<file path="src/rtl/if_fetch_ctrl_pkg.sv">
// rtl/if_fetch_ctrl_pkg.sv - shared word width, state encoding and buffer depth for instruction fetch
// Optional feature macro: SKID_BUF_EN (two-entry fetch buffer instead of one).
package if_fetch_ctrl_pkg;

    localparam int WORD_WIDTH = 32;

    typedef enum logic [1:0] {
        ST_IDLE  = 2'd0,
        ST_RUN   = 2'd1,
        ST_FLUSH = 2'd2
    } fetch_state_t;

`ifdef SKID_BUF_EN
    localparam int FIFO_DEPTH = 2;
`else
    localparam int FIFO_DEPTH = 1;
`endif

    localparam int FIFO_CW = $clog2(FIFO_DEPTH + 1);

endpackage

</file>
<file path="src/rtl/fetch_fifo.sv">
// rtl/fetch_fifo.sv - small shift-style fetch buffer, head always at entry 0
// clear has priority over push and pop; overflowing pushes and empty pops are ignored.
module fetch_fifo #(
    parameter int DEPTH = 1,
    parameter int DW    = 64,
    parameter int CW    = $clog2(DEPTH + 1)
) (
    input  logic          clk,
    input  logic          rst,
    input  logic          push,
    input  logic          pop,
    input  logic          clear,
    input  logic [DW-1:0] din,
    output logic [CW-1:0] count,
    output logic [DW-1:0] head
);

    logic [DEPTH*DW-1:0] mem;
    logic [DEPTH*DW-1:0] mem_nxt;
    logic [CW-1:0]       count_nxt;
    logic                push_ok;
    logic                pop_ok;
    int                  widx;

    assign head = mem[DW-1:0];

    always_comb begin
        pop_ok    = pop && (count != '0);
        push_ok   = push && ((count < CW'(DEPTH)) || pop_ok);
        mem_nxt   = pop_ok ? (mem >> DW) : mem;
        widx      = pop_ok ? int'(count) - 1 : int'(count);
        count_nxt = count;
        if (push_ok) begin
            mem_nxt[widx*DW +: DW] = din;
        end
        case ({push_ok, pop_ok})
            2'b10:   count_nxt = count + CW'(1);
            2'b01:   count_nxt = count - CW'(1);
            default: count_nxt = count;
        endcase
    end

    always_ff @(posedge clk or posedge rst) begin
        if (rst) begin
            mem   <= '0;
            count <= '0;
        end else if (clear) begin
            mem   <= '0;
            count <= '0;
        end else begin
            mem   <= mem_nxt;
            count <= count_nxt;
        end
    end

endmodule

</file>
<file path="src/rtl/if_fetch_ctrl.sv">
// rtl/if_fetch_ctrl.sv - instruction fetch controller: PC sequencing, branch redirect, fetch buffer
// Buffer depth is 1 by default, 2 when SKID_BUF_EN is defined.
module if_fetch_ctrl
    import if_fetch_ctrl_pkg::*;
#(
    parameter logic [WORD_WIDTH-1:0] RESET_PC = '0
) (
    input  logic                  clk,
    input  logic                  rst,
    input  logic                  start,
    input  logic                  branch_taken,
    input  logic [WORD_WIDTH-1:0] branch_addr,
    output logic [WORD_WIDTH-1:0] imem_addr,
    input  logic [WORD_WIDTH-1:0] imem_instr,
    output logic                  if_valid,
    input  logic                  if_ready,
    output logic [WORD_WIDTH-1:0] if_instr,
    output logic [WORD_WIDTH-1:0] if_pc,
    output logic [31:0]           fetch_cnt
);

    fetch_state_t            state;
    logic [WORD_WIDTH-1:0]   pc;
    logic [WORD_WIDTH-1:0]   pc_next;
    logic [FIFO_CW-1:0]      count;
    logic [2*WORD_WIDTH-1:0] head;
    logic                    pop;
    logic                    push;
    logic                    clear;

    assign pc_next   = pc + WORD_WIDTH'(4);
    assign imem_addr = {2'b00, pc[WORD_WIDTH-1:2]};

    // Valid comes only from the registered occupancy, never from if_ready.
    assign if_valid = (count != '0);
    assign if_instr = if_valid ? head[WORD_WIDTH-1:0] : '0;
    assign if_pc    = if_valid ? head[2*WORD_WIDTH-1:WORD_WIDTH] : '0;

    assign pop   = if_valid & if_ready;
    assign clear = branch_taken & (state != ST_IDLE);
    assign push  = (state == ST_RUN) & ~branch_taken
                 & ((count < FIFO_CW'(FIFO_DEPTH)) | pop);

    fetch_fifo #(
        .DEPTH (FIFO_DEPTH),
        .DW    (2*WORD_WIDTH),
        .CW    (FIFO_CW)
    ) u_fifo (
        .clk   (clk),
        .rst   (rst),
        .push  (push),
        .pop   (pop & ~clear),
        .clear (clear),
        .din   ({pc_next, imem_instr}),
        .count (count),
        .head  (head)
    );

    always_ff @(posedge clk or posedge rst) begin
        if (rst) begin
            state     <= ST_IDLE;
            pc        <= RESET_PC;
            fetch_cnt <= '0;
        end else begin
            case (state)
                ST_IDLE: begin
                    if (start) begin
                        state <= ST_RUN;
                    end
                end
                ST_RUN: begin
                    if (branch_taken) begin
                        state <= ST_FLUSH;
                    end
                end
                ST_FLUSH: begin
                    if (!branch_taken) begin
                        state <= ST_RUN;
                    end
                end
                default: state <= ST_IDLE;
            endcase

            if (clear) begin
                pc <= branch_addr;
            end else if (push) begin
                pc        <= pc_next;
                fetch_cnt <= fetch_cnt + 32'd1;
            end
        end
    end

endmodule

</file>
<file path="config.mk">
export PLATFORM = sky130hd
export DESIGN_NAME = if_fetch_ctrl
export DESIGN_NICKNAME = d
export VERILOG_FILES = /design/src/rtl/if_fetch_ctrl_pkg.sv /design/src/rtl/fetch_fifo.sv /design/src/rtl/if_fetch_ctrl.sv
export SDC_FILE = /design/constraint.sdc
export NUM_CORES = 1
export LEC_CHECK = 0
export CELL_PAD_IN_SITES_DETAIL_PLACEMENT = 2
export CELL_PAD_IN_SITES_GLOBAL_PLACEMENT = 2
export CORE_ASPECT_RATIO = 0.7
export CORE_UTILIZATION = 34
export CTS_CLUSTER_SIZE = 28
export DETAILED_ROUTE_END_ITERATION = 7
export PLACE_DENSITY_LB_ADDON = 0.1
export SETUP_SLACK_MARGIN = 0.15
export SLEW_MARGIN = 30
export SYNTH_ARGS = -nofsm -noshare
export SYNTH_HDL_FRONTEND = slang
export SYNTH_HIERARCHICAL = 1
export SYNTH_SLANG_ARGS = --single-unit
</file>
<file path="constraint.sdc">
create_clock -name clk -period 4.5 [get_ports clk]
set_input_delay 0.9 -clock clk [delete_from_list [all_inputs] [get_ports clk]]
set_output_delay 0.9 -clock clk [all_outputs]
set_load 0.03 [all_outputs]
</file>
# --- Word-level counts from Yosys, hierarchy flattened ---
# Index checks and enable logic that the tools add are counted.
totals:
  ff_bits: 131
  inputBits: 69
  elab_cells: 53
op_classes:
  addsub: 6
  order_cmp: 1
  eq_ne: 7
  shift: 2
  n_mux: 15
  n_bitwise: 8
  reduce_logical: 9
ops:
  columns: ["cell", "count"]
  rows:
  - ["2-to-1 mux 64 bit", 3]
  - ["2-to-1 mux 32 bit", 4]
  - ["bitwise mux 64 bit", 1]
  - ["variable shift 64 x 33 -> 64 bit (first input constant)", 1]
  - ["variable part select 64 x 33 -> 64 bit", 1]
  - ["negation 32 -> 33 bit", 1]
  - ["adder 32 x 1 -> 32 bit (second input constant)", 1]
  - ["adder 32 x 3 -> 32 bit (second input constant)", 1]
  - ["2-to-1 mux 26 bit", 1]
  - ["2-to-1 mux 2 bit", 3]
  - ["!= test 2 bit (second input constant)", 3]
  - ["one-hot mux 2 bit (3 select lines)", 1]
  - ["bitwise AND 1 bit", 5]
  - ["equality test 2 x 1 -> 1 bit (second input constant)", 2]
  - ["equality test 2 bit (second input constant)", 2]
  - ["nonzero test 2 bit", 2]
  - ["AND reduction 3 bit", 1]
  - ["nonzero test 3 bit", 1]
  - ["logical AND 1 bit", 2]
  - ["zero test 2 bit", 1]
  - ["NOT 1 bit", 2]
  - ["one-hot mux 1 bit (2 select lines)", 1]
  - ["AND reduction 2 bit", 1]
  - ["subtractor 1 x 1 -> 2 bit (second input constant)", 1]
  - ["6 further kinds", 6]

# --- Depth between registers and ports, before layout ---
# Gate-level depths: netlist of the first run.
depth:
  word_depth: 11
  ltp_mapped: 11
  depth_no_buf: 7

# --- Modules after synthesis ---
# The synthesis of the first run kept the hierarchy.
by_module_without_submodules:
  columns: ["module", "n_inst", "cells_per_inst", "area_per_inst_um2", "seq_area_each_um2"]
  rows:
  - ["if_fetch_ctrl", 1, 511, 4481.8, 1651.6]
  - ["fetch_fifo", 1, 377, 4177.8, 1626.6]

# --- Worst setup path before layout of the first run ---
# OpenSTA, ideal clock, no wires.
synth_timing:
  path_kind: "input to register"
  from: "input port branch_taken"
  to: "register u_fifo.mem[43] (netlist: u_fifo/head[43])"
  t_arrival_ps: 2593
  required_time_ps: 4362
  path_slack_ps: 1769
  cell_stages: 11
  n_path_buf: 6
  path_cell_list: "nand2b_1 -> or3_1 -> clkbuf_1 -> inv_2 -> buf_2 -> buf_2 -> buf_6 -> buf_12 -> buf_12 -> mux2i_1 -> o221ai_1"
synth_via:
  elab_cells_between_ends: 17
synth_rtl:
  columns: ["item", "line_no", "text"]
  rows:
  - ["start: declaration", "if_fetch_ctrl.sv:11", "input logic branch_taken,"]
  - ["NOT 1 bit", "if_fetch_ctrl.sv:41", "assign push = (state == ST_RUN) & ~branch_taken"]
  - ["bitwise AND 1 bit", "if_fetch_ctrl.sv:41", null]
  - ["bitwise AND 1 bit", "if_fetch_ctrl.sv:42", "& ((count < FIFO_CW'(FIFO_DEPTH)) | pop);"]
  - ["via push", "if_fetch_ctrl.sv:28", "logic push;"]
  - ["logical AND 1 bit", "fetch_fifo.sv:29", "push_ok = push && ((count < CW'(DEPTH)) || pop_ok);"]
  - ["2-to-1 mux 64 bit", "fetch_fifo.sv:33", "if (push_ok) begin"]
  - ["2-to-1 mux 64 bit", "fetch_fifo.sv:47", "end else if (clear) begin"]
  - ["end signal: assignment", "fetch_fifo.sv:51", "mem <= mem_nxt;"]
  - ["end: declaration", "fetch_fifo.sv:18", "logic [DEPTH*DW-1:0] mem;"]
# The timed path passes the listed nets, and every way through them passes these cells.
# A chain may end at the register's enable or synchronous reset.

# --- Worst setup path in the final report of the first run ---
layout_timing:
  from: "register u_fifo.count"
  to: "output port if_pc[9]"
layout_via:
  elab_chain_len: 1
layout_rtl:
  columns: ["item", "line_no", "text"]
  rows:
  - ["start: declaration", "fetch_fifo.sv:14", "output logic [CW-1:0] count,"]
  - ["start signal: assignment", "fetch_fifo.sv:52", "count <= count_nxt;"]
  - ["2-to-1 mux 32 bit", "if_fetch_ctrl.sv:37", "assign if_pc = if_valid ? head[2*WORD_WIDTH-1:WORD_WIDTH] : '0;"]
  - ["end: declaration", "if_fetch_ctrl.sv:18", "output logic [WORD_WIDTH-1:0] if_pc,"]
# No other way between the ends.

==> run metrics, run 1 <==
status complete, but fails checks; failing checks DRC; H-tree Lvls 4; post-route clock skew 9.42 ps; Leakage just over 4 nW; max-cap violation count 0; hold depth 1; Max clock buf depth 2; Hold Violations, Final 0; Area Overhead vs Synth 27.6%; Mapped Cells approximately 890; RePlAce Congestion ~0.79; register area between 3000 and 4000 um^2; # fillers 2633; worst reg2reg setup slack ~1500 ps; Worst Path Class, Setup reg2out; vias after detailed routing 7387; top post-synthesis cells by area dfrtp_1 (38%), nand4bb_1 (8.3%), mux2i_1 (8.0%), o221ai_1 (6.5%), nand2_1 (5.2%); r2r startpoint u_fifo/count$_DFFE_PP0P_; HP Class reg2reg; fmax 281 MHz; sequential area share after synthesis 0.379; Max Slew Vio Count 0; Worst IR Drop VDD about 0.31 mV; Psw roughly 3.1 mW; FP Rows 48; pin count of the biggest net entering global routing around 100; Post-synth ARST share 1.00; crit path launch type flop; IO Pins 198; share of cells above drive strength 1 0.0601; initial antenna violation count 1; Sw Ratio 0.448; Yosys top cell by area dfrtp_1; detailed-route wire length 28.8 mm; hold endpoint fetch_cnt[31]$_DFFE_PP0P_; Port Buffers about 200; Wirelength per Cell roughly 21 um; drt drc 16; Tot GR Track Use 0.227; Final nets between 1k and 1.5k; Reg power frac 0.333; Tcrit/Tclk final 0.790; critical path data required time around 3600 ps; Via-to-Cell Ratio around 5.5; Starting Density 0.349; Main synth FF type dfrtp_1; worst setup margin between 900 and 1000 ps; TNS Setup 0 ps; first-pass GRT wire length 45.6 mm; CTS buffer count 17; Multi-input gate area 4610 um^2; Critical R2R Capture u_fifo/head[60]$_DFF_PP0_; 1st-pass router iterations 7; die area about 26000 um^2; Clk pwr share 0.211; CP max FO 90; Place WS roughly 1200 ps; Die Width slightly below 200 um; TritonCTS Sinks 131; HPWL after DPL around 19 mm; CTS resizes 0; Die Y about 140 um; hold buffers post-CTS 0; Unique masters post-synth 52; final setup vio count 0; CTS tree built; RSZ-0062 raised after global routing no; internal power ~3.8 mW; Worst-Skew Late Latency between 400 and 500 ps; Slew HR 0.315; # diodes 0; share of the synthesized area in the top cell type 0.379; vias in the first global route slightly below 8k; drt initial violations 419; Tmin final ~3600 ps; hold path startpoint fetch_cnt[31]$_DFFE_PP0P_; CP Capture Type primary output; post-CTS setup buffers 0; GRT overflow 0; worst slew pin tran ~1000 ps; Core Area 24800 um^2; final antenna-violating net count 0; Crit path arrival time 2650 ps; number of enable flip-flop cells after synthesis 0; Logic pwr share 0.456; Clock Root Buffer clkbuf_16; Netlist Area Pre-Place slightly below 9000 um^2; Reg2Reg Depth 7; clock transition at the registers of the reported paths around 60 ps; Pwr per Cell Area 631 nW/um^2; Yosys reg bits roughly 130; Avg Inst Size Synth roughly 10 um^2; Synth warnings 6
registers in the layout, summed over array words and instances, names as in the netlist:
| signal | flops |
|---|---|
| pc | 32 |
| fetch_cnt | 32 |
| u_fifo/head | 64 |
| u_fifo/count | 1 |
| state | 2 |
power groups by stage:
stage,registers [mW],clock network (mW),logic (mW)
after CTS,2.32,1.51,3.23
after detailed placement,2.33,0,3.21
after global placement,2.32,0,3.14
after floorplan,1.98,0,2.59
after global routing,2.41,1.55,3.43
final,2.32,1.47,3.18
cell type report:
| class | instances | share of cell area |
|---|---|---|
| multi-input combinational | 631 | 0.417 |
| sequential | 131 | 0.297 |
| timing repair buffer | 209 | 0.190 |
| clock buffer | 19 | 0.0401 |
| tap | 325 | 0.0368 |
| clock inverter | 12 | 0.0143 |
| inverter | 13 | 0.00487 |
synth_stat cells (all sizes together) (4+ instances only):
| cell type | n |
|---|---|
| xnor2 | 46 |
| xor2 | 14 |
| and4 | 11 |
| a21oi | 6 |
| and3 | 6 |
| nand3 | 29 |
| nor4 | 8 |
| inv | 12 |
| o21ai | 14 |
| mux2i | 69 |
| buf | 74 |
| dfrtp | 131 |
| o221ai | 64 |
| or3 | 6 |
| a221o | 13 |
| nand4 | 19 |
| o311ai | 4 |
| nor2 | 14 |
| clkbuf | 40 |
| nor3 | 15 |
| a22oi | 7 |
| nand4bb | 64 |
| nand2 | 119 |
| and2 | 69 |
| nand2b | 8 |
stage by stage:
stage	hold WS, ps	power (mW)	utilization	std cells	cell area, um^2
global placement	466	5.46	0.421	1309	10400
global route	498	7.40	0.445	1340	11000
CTS	483	7.06	0.445	1340	11000
detailed placement	475	5.54	0.421	1309	10400
finish	478	6.97	0.445	1340	11000
floorplan	467	4.57	-	889	8660
cells by family after synthesis:
group	synth area share
xor gates and xnor gates	0.0607
DFF	0.379
muxes	0.0798
and+or+nand+nor	0.275
buffers and inverters	0.0899
adders and majority gates	0.00289
other	0.000433
AOI/OAI and AO/OA	0.113
layer usage:
metal  share of wire  up-vias  track usage
met5               0        -            0
met4           0.017        0       0.0726
met3           0.043       33       0.0534
met2            0.45      128        0.341
met1            0.49     3777        0.321
li1                -     3449            -
worst max-delay path, stage by stage (launching register included):
cell             delay (ps)
dfrtp_4                 970
buf_4                   370
and2_1                  160
clkdlybuf4s50_1         700
cells in the final DEF (no fill, tap or decap), types with 8 or more instances in the layout:
master | synthesis | final
clkbuf_16 | 0 | 17
xor2_1 | 14 | 14
dfrtp_1 | 131 | 130
and2_1 | 69 | 69
nor2_1 | 14 | 14
nand2_1 | 119 | 119
inv_1 | 10 | 8
xnor2_1 | 46 | 46
and4_1 | 11 | 11
nor3_1 | 14 | 14
nand4bb_1 | 64 | 64
nand4_1 | 17 | 17
o221ai_1 | 64 | 64
clkdlybuf4s50_1 | 0 | 195
a221o_1 | 13 | 13
o21ai_0 | 12 | 12
buf_4 | 40 | 11
mux2i_1 | 69 | 69
nand3_1 | 29 | 29
worst max-delay path by stage:
stage                                        start                   endpoint  slack [ps]  depth (start not counted)
after floorplan                       branch_taken  u_fifo/head[43]$_DFF_PP0_        1770                         11
after global placement                    if_ready  u_fifo/head[38]$_DFF_PP0_        1360                          7
after detailed placement              branch_taken  fetch_cnt[26]$_DFFE_PP0P_        1240                          6
after CTS                 u_fifo/count$_DFFE_PP0P_                   if_pc[9]         870                          3
after global routing      u_fifo/count$_DFFE_PP0P_                   if_pc[9]         760                          3
final                     u_fifo/count$_DFFE_PP0P_                   if_pc[9]         950                          3
No activity file was read; power rests on OpenSTA's default activity.
==> inputs of run 2 (changes only) <==
CORE_UTILIZATION = 31   (was 34)
clock period = 3.7 ns   (was 4.5 ns; I/O delays follow)
==> run metrics, run 2 (synthesized netlist as in run 1, its figures left out) <==
vias in the first global route 8025; vias after detailed routing roughly 7.5k; Tmin final 3260 ps; Leakage 4.25 nW; Max clock buf depth 2; Multi-input gate area around 4600 um^2; Die Width 202 um; Slew HR 0.484; Worst Path Class, Setup reg2out; Power Total a little under 9 mW; first-pass GRT wire length roughly 48 mm; share of cells above drive strength 1 0.0721; RSZ-0062 raised after global routing no; Crit path arrival time about 2500 ps; Via-to-Cell Ratio 5.41; CP Capture Type primary output; Hold Violations, Final 0; hold buffers post-CTS 0; Core Area between 20000 and 30000 um^2; CTS tree built; Tot GR Track Use 0.217; H-tree Lvls 4; final setup vio count 0; die area about 29000 um^2; TritonCTS Sinks 131; initial antenna violation count 0; 1st-pass router iterations 5; HP Class reg2reg; Tcrit/Tclk final 0.882; crit path launch type flop; status complete, no violations; Final nets 1085; CP max FO between 70 and 80; RePlAce Congestion approximately 0.77; Clock Root Buffer clkbuf_16; IO Pins between 150 and 200; HPWL after DPL roughly 21 mm; Pwr per Cell Area between 700 and 800 nW/um^2; Starting Density 0.320; final antenna-violating net count 0; CTS resizes 0; pin count of the biggest net entering global routing 74; Worst-Skew Late Latency 430 ps; Die Y around 140 um; max-cap violation count 0; commonest non-fill, non-tap cell in the layout clkdlybuf4s50_1; worst slew pin tran 769 ps; Port Buffers 195; GRT overflow 0; Area Overhead vs Synth 30.6%; commonest non-fill, non-tap cells in the layout clkdlybuf4s50_1 (195), dfrtp_1 (130), nand2_1 (119); utilization after layout 0.418; # diodes 0; drt initial violations 395; post-CTS setup buffers 0; clock transition at the registers of the reported paths 60 ps; worst setup margin approximately 440 ps; critical path data required time between 2000 and 3000 ps; TNS Setup 0 ps; Worst IR Drop VDD around 0.34 mV; max reg flops 64; detailed-route wire length 30.5 mm; CTS buffer count 17; fmax between 300 and 400 MHz; Wirelength per Cell between 20 and 25 um; Max Slew Vio Count 0; drt drc 0; # fillers 2852; FP Rows 50; Place WS 584 ps; post-route clock skew between 9 and 10 ps; register area 3280 um^2
## run 2: changes by cell type in the layout (fill, tap and decap cells not counted), sizes merged
cell / change
bufinv: +1
buf: +11
clkinv: -2
clkinvlp: +1
clkbuf: +1
## run 2: area by class of cell
type                            count  share of cell area
Multi-Input combinational cell    631               0.408
Sequential cell                   131               0.290
Timing Repair Buffer              220               0.200
Clock buffer                       20              0.0413
Tap cell                          364              0.0403
Clock inverter                     12              0.0157
Inverter                           13             0.00476
## run 2: metal layers
metal,share of wire,vias up,global-route usage
li1,-,3466,-
met1,0.49,3906,0.313
met3,0.044,13,0.0411
met2,0.46,141,0.337
met5,0,-,0
met4,0.0070,0,0.0415
## run 2: path summary, 6_finish.rpt
check | startpoint | endpoint | slack (ps) | cells past startpoint
setup / recovery | u_fifo/count$_DFFE_PP0P_ | if_pc[2] | 440 | 3
hold / removal | fetch_cnt[31]$_DFFE_PP0P_ | fetch_cnt[31]$_DFFE_PP0P_ | 470 | 1
setup reg to reg | pc[2]$_DFFE_PP0P_ | u_fifo/head[62]$_DFF_PP0_ | 880 | 7
hold reg to reg | fetch_cnt[31]$_DFFE_PP0P_ | fetch_cnt[31]$_DFFE_PP0P_ | 470 | 1
max in group asynchronous | rst | u_fifo/count$_DFFE_PP0P_ | 2180 | 3
min in group asynchronous | rst | pc[30]$_DFFE_PP0P_ | 770 | 2
## run 2: through the flow
step / cells / cell area, um^2 / hold WS [ps]
floorplan: 889 / 8660 / 467
global placement: 1359 / 10700 / 461
detailed placement: 1359 / 10700 / 469
CTS: 1391 / 11300 / 482
global route: 1391 / 11300 / 514
finish: 1391 / 11300 / 473
## run 2: critical path, cell delays in order (launching register included)
cell             delay, ps
dfrtp_4                910
buf_4                  330
and2_1                 170
clkdlybuf4s50_1        670
## run 2: where the power goes
part / internal, mW / total, mW / switching (mW)
combinational: 1.73 / 4.04 / 2.30
clock: 1.18 / 1.88 / 0.701
sequential: 1.96 / 2.80 / 0.847
total: 4.87 / 8.73 / 3.85
==> inputs of run 3 (changes only) <==
CTS_CLUSTER_SIZE = 10   (was 28)
==> results of run 3 <==
No change in the layout: final DEF, timing and power equal those of run 2.
